**src/rtl/fp_mul_seq_pkg.sv**
```systemverilog
// rtl/fp_mul_seq_pkg.sv - shared types and constants for the sequential fp multiplier
package fp_mul_seq_pkg;

  localparam int EXPONENT_BITS = 8;
  localparam int FRACTION_BITS = 23;
  localparam int BIAS          = 127;

  typedef struct packed {
    logic                     sign;
    logic [EXPONENT_BITS-1:0] exponent;
    logic [FRACTION_BITS-1:0] fraction;
  } float_t;

  localparam float_t CANON_NAN = 32'h7FC0_0000;
  localparam float_t POS_INF   = 32'h7F80_0000;
  localparam float_t NEG_INF   = 32'hFF80_0000;
  localparam float_t POS_ZERO  = 32'h0000_0000;
  localparam float_t NEG_ZERO  = 32'h8000_0000;

  typedef enum logic [2:0] {
    IDLE,
    CLASSIFY,
    MULT,
    NORM,
    ROUND,
    DONE
  } state_t;

  function automatic float_t signed_inf(input logic s);
    return s ? NEG_INF : POS_INF;
  endfunction

  function automatic float_t signed_zero(input logic s);
    return s ? NEG_ZERO : POS_ZERO;
  endfunction

endpackage

```
**src/rtl/fp_mul_seq_if.sv**
```systemverilog
// rtl/fp_mul_seq_if.sv - operand/result handshake bundle for fp_mul_seq
interface fp_mul_seq_if;
  import fp_mul_seq_pkg::*;

  logic   in_valid;
  logic   in_ready;
  float_t a;
  float_t b;
  logic   out_valid;
  logic   out_ready;
  float_t result;
  logic   busy;

  modport master (
    output in_valid, a, b, out_ready,
    input  in_ready, out_valid, result, busy
  );

  modport slave (
    input  in_valid, a, b, out_ready,
    output in_ready, out_valid, result, busy
  );

endinterface

```
**src/rtl/fp_mant_mul_serial.sv**
```systemverilog
// rtl/fp_mant_mul_serial.sv - 24x24 shift-add significand multiplier, one bit per cycle
module fp_mant_mul_serial (
  input  logic        clk,
  input  logic        rst,
  input  logic        start,
  input  logic [23:0] a,
  input  logic [23:0] b,
  output logic        done,
  output logic [47:0] product
);

  logic [47:0] acc;
  logic [47:0] mcand;
  logic [23:0] mplier;
  logic [4:0]  cnt;
  logic        running;

  always_ff @(posedge clk or posedge rst) begin
    if (rst) begin
      acc     <= '0;
      mcand   <= '0;
      mplier  <= '0;
      cnt     <= '0;
      running <= 1'b0;
    end else if (start) begin
      acc     <= '0;
      mcand   <= {24'b0, a};
      mplier  <= b;
      cnt     <= '0;
      running <= 1'b1;
    end else if (running) begin
      if (mplier[0]) acc <= acc + mcand;
      mcand  <= mcand << 1;
      mplier <= mplier >> 1;
      cnt    <= cnt + 5'd1;
      if (cnt == 5'd23) running <= 1'b0;
    end
  end

  // done marks the final accumulate cycle; product is complete on the following cycle
  assign done    = running && (cnt == 5'd23);
  assign product = acc;

endmodule

```
**src/rtl/fp_mul_seq.sv**
```systemverilog
// rtl/fp_mul_seq.sv - multi-cycle IEEE-754 single multiplier, flush-to-zero, RNE rounding
module fp_mul_seq
  import fp_mul_seq_pkg::*;
(
  input logic         clk,
  input logic         rst,
  fp_mul_seq_if.slave bus
);

  state_t            state;
  float_t            ra, rb, res;
  logic              sign_q;
  logic signed [9:0] exp_q;
  logic [23:0]       mant_q;
  logic              g_q, r_q, s_q;
  logic              in_ready_q, out_valid_q, busy_q;
  logic              mul_start, mul_done;
  logic [47:0]       product;

  logic a_zero, b_zero, a_inf, b_inf, a_nan, b_nan;
  logic res_nan, res_inf, res_zero, special;

  always_comb begin
    a_zero   = (ra.exponent == '0);
    b_zero   = (rb.exponent == '0);
    a_inf    = (ra.exponent == '1) && (ra.fraction == '0);
    b_inf    = (rb.exponent == '1) && (rb.fraction == '0);
    a_nan    = (ra.exponent == '1) && (ra.fraction != '0);
    b_nan    = (rb.exponent == '1) && (rb.fraction != '0);
    res_nan  = a_nan || b_nan || (a_zero && b_inf) || (a_inf && b_zero);
    res_inf  = !res_nan && (a_inf || b_inf);
    res_zero = !res_nan && !res_inf && (a_zero || b_zero);
    special  = res_nan || res_inf || res_zero;
  end

  assign mul_start = (state == CLASSIFY) && !special;

  fp_mant_mul_serial u_mul (
    .clk     (clk),
    .rst     (rst),
    .start   (mul_start),
    .a       ({1'b1, ra.fraction}),
    .b       ({1'b1, rb.fraction}),
    .done    (mul_done),
    .product (product)
  );

  logic              round_up;
  logic [24:0]       mant_rnd;
  logic [22:0]       frac_fin;
  logic signed [9:0] exp_fin;

  // a carry out of the rounded mantissa leaves 1.000..0, so only the exponent moves
  always_comb begin
    round_up = g_q && (r_q || s_q || mant_q[0]);
    mant_rnd = {1'b0, mant_q} + {24'b0, round_up};
    if (mant_rnd[24]) begin
      frac_fin = mant_rnd[23:1];
      exp_fin  = exp_q + 10'sd1;
    end else begin
      frac_fin = mant_rnd[22:0];
      exp_fin  = exp_q;
    end
  end

  always_ff @(posedge clk or posedge rst) begin
    if (rst) begin
      state       <= IDLE;
      ra          <= '0;
      rb          <= '0;
      res         <= '0;
      sign_q      <= 1'b0;
      exp_q       <= '0;
      mant_q      <= '0;
      g_q         <= 1'b0;
      r_q         <= 1'b0;
      s_q         <= 1'b0;
      in_ready_q  <= 1'b1;
      out_valid_q <= 1'b0;
      busy_q      <= 1'b0;
    end else begin
      case (state)
        IDLE: if (bus.in_valid) begin
          ra         <= bus.a;
          rb         <= bus.b;
          in_ready_q <= 1'b0;
          busy_q     <= 1'b1;
          state      <= CLASSIFY;
        end
        CLASSIFY: begin
          sign_q <= ra.sign ^ rb.sign;
          exp_q  <= 10'({2'b00, ra.exponent}) + 10'({2'b00, rb.exponent}) - 10'(BIAS);
          if (special) begin
            if (res_nan)      res <= CANON_NAN;
            else if (res_inf) res <= signed_inf(ra.sign ^ rb.sign);
            else              res <= signed_zero(ra.sign ^ rb.sign);
            out_valid_q <= 1'b1;
            state       <= DONE;
          end else begin
            state <= MULT;
          end
        end
        MULT: if (mul_done) state <= NORM;
        NORM: begin
          if (product[47]) begin
            mant_q <= product[47:24];
            g_q    <= product[23];
            r_q    <= product[22];
            s_q    <= |product[21:0];
            exp_q  <= exp_q + 10'sd1;
          end else begin
            mant_q <= product[46:23];
            g_q    <= product[22];
            r_q    <= product[21];
            s_q    <= |product[20:0];
          end
          state <= ROUND;
        end
        ROUND: begin
          if (exp_fin >= 10'sd255)   res <= signed_inf(sign_q);
          else if (exp_fin <= 10'sd0) res <= signed_zero(sign_q);
          else                        res <= {sign_q, exp_fin[7:0], frac_fin};
          out_valid_q <= 1'b1;
          state       <= DONE;
        end
        DONE: if (bus.out_ready) begin
          out_valid_q <= 1'b0;
          in_ready_q  <= 1'b1;
          busy_q      <= 1'b0;
          state       <= IDLE;
        end
        default: state <= IDLE;
      endcase
    end
  end

  assign bus.in_ready  = in_ready_q;
  assign bus.out_valid = out_valid_q;
  assign bus.busy      = busy_q;
  assign bus.result    = res;

endmodule
```
**src/flat_wrapper.sv**
```systemverilog
// flat-port wrapper written by rule: the top's interface ports become plain ports
module fp_mul_seq_flat import fp_mul_seq_pkg::*;
  (clk, rst, bus_in_valid, bus_a, bus_b, bus_out_ready, bus_in_ready, bus_out_valid, bus_result, bus_busy);
  fp_mul_seq_if bus_i ();
  input logic clk;
  input logic rst;
  input wire logic [$bits(bus_i.in_valid)-1:0] bus_in_valid;
  input wire logic [$bits(bus_i.a)-1:0] bus_a;
  input wire logic [$bits(bus_i.b)-1:0] bus_b;
  input wire logic [$bits(bus_i.out_ready)-1:0] bus_out_ready;
  output wire logic [$bits(bus_i.in_ready)-1:0] bus_in_ready;
  output wire logic [$bits(bus_i.out_valid)-1:0] bus_out_valid;
  output wire logic [$bits(bus_i.result)-1:0] bus_result;
  output wire logic [$bits(bus_i.busy)-1:0] bus_busy;
  assign bus_i.in_valid = bus_in_valid;
  assign bus_i.a = bus_a;
  assign bus_i.b = bus_b;
  assign bus_i.out_ready = bus_out_ready;
  assign bus_in_ready = bus_i.in_ready;
  assign bus_out_valid = bus_i.out_valid;
  assign bus_result = bus_i.result;
  assign bus_busy = bus_i.busy;
  fp_mul_seq u_core (.clk(clk), .rst(rst), .bus(bus_i));
endmodule
```
**config.mk**
```make
export PLATFORM = sky130hd
export DESIGN_NAME = fp_mul_seq_flat
export DESIGN_NICKNAME = d
export VERILOG_FILES = /design/src/rtl/fp_mul_seq_pkg.sv /design/src/rtl/fp_mul_seq_if.sv /design/src/rtl/fp_mant_mul_serial.sv /design/src/rtl/fp_mul_seq.sv /design/src/flat_wrapper.sv
export SDC_FILE = /design/constraint.sdc
export NUM_CORES = 1
export LEC_CHECK = 0
export ABC_AREA = 1
export CAP_MARGIN = 20
export CELL_PAD_IN_SITES_DETAIL_PLACEMENT = 2
export CELL_PAD_IN_SITES_GLOBAL_PLACEMENT = 2
export CORE_MARGIN = 4
export CORE_UTILIZATION = 37
export CTS_CLUSTER_DIAMETER = 120
export DETAILED_ROUTE_END_ITERATION = 6
export GPL_TIMING_DRIVEN = 0
export PLACE_DENSITY = 0.92
export REMOVE_ABC_BUFFERS = 1
export SETUP_SLACK_MARGIN = 0.5
export SYNTH_ARGS = -nofsm -noshare
export SYNTH_HDL_FRONTEND = slang
export SYNTH_SLANG_ARGS = --single-unit
export TNS_END_PERCENT = 100
```
**constraint.sdc**
```tcl
create_clock -name clk -period 23 [get_ports clk]
set_input_delay 5.75 -clock clk [delete_from_list [all_inputs] [get_ports clk]]
set_output_delay 5.75 -clock clk [all_outputs]
set_load 0.005 [all_outputs]
```
---- Yosys cells after proc, flatten, opt, wreduce, memory -nomap -nowiden ----
Cells that the tools add are included.
Widths: inputs -> output; s select.
word-level totals
  bits in registers ....................... 266
  input port bits ......................... 68
  output and inout port bits .............. 35
  logic and storage cells ................. 135
operators by class
  $add $sub $neg .......................... 6
  order comparisons ....................... 2
  equal/unequal tests ..................... 13
  muxes and demuxes ....................... 43
  bitwise logic cells ..................... 1
  reduce and logical (&&, ||, !) cells .... 46
operator list
  cell                   number
  $mux 32                9
  $mux 48                5
  $mux 24                3
  $pmux 32 s2            1
  $add 48x48->48         1
  $logic_not 23->1       2
  $reduce_bool 23->1     2
  $add 24x1->25          1
  $mux 23                1
  $reduce_or 22->1       1
  $reduce_or 21->1       1
  $mux 10                2
  $pmux 10 s2            1
  $pmux 3 s6             1
  $eq 8x8->1 const B     2
  $logic_not 8->1        2
  $logic_and 1x1->1      12
  $mux 3                 4
  $mux 1                 11
  $add 10x2->10 const B  1
  $ge 10x9->1 const B    1
  $le 10x1->1 const B    1
  $mux 5                 2
  $reduce_bool 2->1      5
  other kinds (18)       39

---- Depth between registers and ports, before layout ----
  word-level depth ........................ 15
  mapped depth ............................ 20
  depth with buffers taken out ............ 19

---- By module ----
Synthesis repeated with hierarchy kept, for this count alone.
second synthesis, totals
  cells, all modules ...................... 2,359
  area total of the unflattened synthesis .. 16,717.3 um^2
modules (own cells, without submodules)
  module              instances  cells each  area an instance (um^2)  sequential area each (um^2)
  fp_mant_mul_serial  1          1,406       9,131.3                  3,153.0
  fp_mul_seq          1          953         7,586.0                  3,504.6

---- Worst setup path before layout ----
No wires, ideal clock.
  kind .................................... in2reg
  start ................................... input bus_in_valid
  end ..................................... register u_core.ra[23] (netlist name)
  setup time .............................. 0.133 ns
  arrival time ............................ 6.411 ns
  required time ........................... 22.867 ns
  slack ................................... 16.455 ns
  cell stages on the path ................. 4
  buffers on the path ..................... 1
  cell sequence ........................... nand3_1 -> inv_2 -> clkbuf_1 -> o21ai_0
between the ends
  cells in the longest elaborated chain, start to end .. 1
ends and longest elaborated chain
  item                        RTL line           source
  from (decl)                 flat_wrapper.sv:7  input wire logic [$bits(bus_i.in_valid)-1:0] bus_in_valid;
  $reduce_and 2->1 (no line)  n/a
  to (signal assigned)        fp_mul_seq.sv:84   ra <= bus.a;
  to (decl)                   fp_mul_seq.sv:11   float_t ra, rb, res;
No other way between the ends.
A chain may end at the register's enable or synchronous reset.

---- Worst setup path in the final report ----
  start ................................... input bus_in_valid
  end ..................................... register u_core.ra[20] (netlist name)
The elaborated chain is that of the path after synthesis.

==> reports/metrics.csv <==
metric,value,unit
outcome,"finished, final reports clean",
number of diodes,0,
Setup crit end kind,flop,
Final Worst Setup Slack,15.27,ns
Combinational Power Share,0.489,
switching power,1.32,mW
"Slowest-stage cell, CP",nand3_2,
Top Ports,103,
ys flop type,dfrtp_1,
final worst path period need,7.73,ns
Syn-to-layout area delta,17.4,%
worst flop-to-flop path startpoint,u_core.ra[12],
WP data arrival,8.23,ns
post-synthesis sequential area ratio,0.409,
initial core utilization,0.376,
worst-margin pin slew,1.08,ns
die area,47400,sq um
number of flops mapped to enable cells by yosys,0,
power density cells,143,nW/um^2
number of I/O port buffers,102,
"Avg Cell Area, Syn",7.18,sq um
CTS buffer count,34,
CP max stage delay,0.57,ns
Max Root-Sink Buffers,3,
P_int,1.41,mW
initial antenna violation count,0,
Vias,16400,
Std-Cell Rows,76,
layout cells sized above 1,0.0523,
Die Ht,218,um
Final Instance Area,19100,sq um
maximum VDD drop,0.0691,mV
Worst-path clk slew,0.07,ns
switching share of power,0.485,
Die Wd,218,um
Initial DRC Count,889,
CTS Root Cell,clkbuf_16,
Layout Nets,2476,
number of distinct library cells after synthesis,51,
synth warn,0,
Cells after Synth,2267,
register area,6660,sq um
clock latency at the later pin of the worst-skew pair,0.56,ns
router iterations before antenna repair,7,
first-pass GRT wire length,106000,um
Final Non-Filler Cells,2956,
DRC violations left,0,
Avg WL per Cell,22.4,um
CP Cell Sequence,"clkdlybuf4s50_1, nand3_2, buf_12, inv_2, buf_12, nand2_1, nand2_1",
all-layer global routing usage,0.279,
"worst slack, placed",14.25,ns
Final Cycle Share,0.336,
largest net degree at the start of global routing,123,
vias in the first global route,18800,
Placer Congestion,0.954,
crit path launch,bus_in_valid,
Multi-input gate area,8370,sq um
# Post-CTS Setup Buffers,0,
Fin. Hold Viols,0,
Critical Path Start Type,input pin,
Congestion Overflow GR,0,
Slew HR,0.273,
routed vias/inst,5.56,
path category of the worst min-delay check,flop to flop,
worst path required time,23.50,ns
endpoints failing setup,0,
Setup TNS Final,0,ns
core area,43300,sq um
Clock power frac,0.199,
# hold bufs at CTS,0,
cell family with most CP delay,buffers and inverters,
drt total wl,66300,um
hold path start,u_core.bus.result[0],
"flops & latches, synth",266,
Fillers,5036,
fraction of registers with async set/reset,1.00,
share of power burned in registers,0.312,
leakage power,9.15,nW
CTS tree,yes,
RSZ-0062 raised after global routing,false,
post-CTS resize count,0,
Slew Limit Fails,0,
DRT antenna net count,0,
Critical path buffers and inverters,4,
CP max FO,43,
max_cap viols,0,
crit path kind,input pin to flop,
Cell Count Post-Placement,2894,
H-tree depth,2,
Setup Skew,0.0232,ns
Max Clock Freq,129,MHz
HPWL after detailed placement,47100,um
CTS sink count,266,
"Cell Area, Synth",16300,sq um
Area after DPL,17900,sq um
-- logic make-up (layout without fill, tap and decap cells) --
kind of cell,Yosys count,after routing,synth area share
AND/OR/NAND/NOR,1197,1197,0.310
AO/OA/AOI/OAI,368,368,0.128
buffers and inverters,324,428,0.0773
flip-flops,266,266,0.409
adder cells (fa/ha/maj),61,61,0.0478
XOR/XNOR,51,51,0.0275
-- state kept, by name (all words and copies together) (netlist names) --
register              cells
u_core.u_mul.mcand       48
u_core.u_mul.running      1
u_core.s_q                1
u_core.u_mul.product     48
u_core.bus.in_ready       1
u_core.bus.result        32
u_core.g_q                1
u_core.r_q                1
u_core.sign_q             1
u_core.exp_q             10
u_core.mant_q            24
u_core.u_mul.cnt          5
u_core.rb                32
u_core.bus.out_valid      1
u_core.state              3
u_core.bus.busy           1
u_core.ra                32
u_core.u_mul.mplier      24
-- worst reg2reg max path, stage by stage (launching register included) --
cell and delay (ns):
dfrtp_1 0.40, nor2_1 0.18, nand2_1 0.08, nor2_1 0.34, nand3b_1 0.29, o21bai_1 0.24, and2_1 0.24, nand3_4 0.36
buf_16 0.40, nand2_1 0.84, inv_2 0.59, nand2_1 0.28, o21ai_0 0.13
-- Yosys cell counts, types with 11 or more instances --
library cell  count  area, sq um
a21boi_0         25          188
a21oi_1          94          470
buf_2            11         55.1
clkbuf_1         50          188
dfrtp_1         265         6630
ha_1             59          738
inv_1           246          923
nand2_1         712         2670
nand2_2          21          131
nand3_1         168          841
nand4_1          23          144
nor2_1          207          777
nor3_1           24          120
nor4_1           14         87.6
o211ai_1         26          195
o21ai_0         163          816
o22ai_1          14         87.6
xnor2_1          17          149
xor2_1           34          298
-- through the flow --
| step | utilization | total power [mW] | hold WS, ns |
|---|---|---|---|
| 6_report | 0.441 | 2.73 | 0.483 |
| 5_1_grt | 0.441 | 2.93 | 0.520 |
| 4_1_cts | 0.440 | 2.73 | 0.484 |
| 3_5_place_dp | 0.415 | 2.12 | 0.469 |
| 3_3_place_gp | 0.409 | 1.98 | 0.461 |
| 2_1_floorplan | - | 1.62 | 0.451 |
-- cell usage in the layout, fill, tap and decap left out, drive strengths merged, types with 14 or more instances in the layout --
| master | count |
|---|---|
| a21boi | 25 |
| a21oi | 94 |
| clkbuf | 49 |
| clkdlybuf4s50 | 102 |
| dfrtp | 265 |
| ha | 59 |
| inv | 255 |
| nand2 | 737 |
| nand3 | 170 |
| nand4 | 23 |
| nor2 | 218 |
| nor3 | 24 |
| nor4 | 14 |
| o211ai | 26 |
| o21ai | 175 |
| o22ai | 14 |
| xnor2 | 17 |
| xor2 | 34 |
-- final timing paths --
check	slack (ns)	depth (start not counted)	to
setup / recovery	15.27	7	u_core.ra[20]
hold / removal	0.48	2	u_core.bus.result[0]
setup reg to reg	18.51	12	u_core.u_mul.product[27]
hold reg to reg	0.48	2	u_core.bus.result[0]
max in group asynchronous	15.96	4	u_core.rb[25]
min in group asynchronous	5.55	2	u_core.bus.result[1]
-- per-layer routing --
metal	GRT usage	vias to the layer above	wire length (um)
li1	-	7493	-
met1	0.327	8437	26900
met2	0.514	331	34400
met3	0.0320	170	2120
met4	0.121	0	2900
met5	0	-	0
-- area by class of cell --
class | count | area share
sequential | 266 | 0.349
tap | 585 | 0.0383
clock inverter | 11 | 0.00596
clock buffer | 49 | 0.0517
timing repair buffer | 114 | 0.0662
multi-input combinational | 1677 | 0.439
inverter | 254 | 0.0503
-- power by group through the flow --
stage | registers [mW] | clock network, mW | logic (mW)
5_1_grt | 0.870 | 0.573 | 1.49
4_1_cts | 0.847 | 0.554 | 1.33
3_3_place_gp | 0.821 | 0 | 1.16
2_1_floorplan | 0.774 | 0 | 0.841
6_report | 0.852 | 0.542 | 1.34
3_5_place_dp | 0.844 | 0 | 1.28
(Power assumes the default switching activity.)
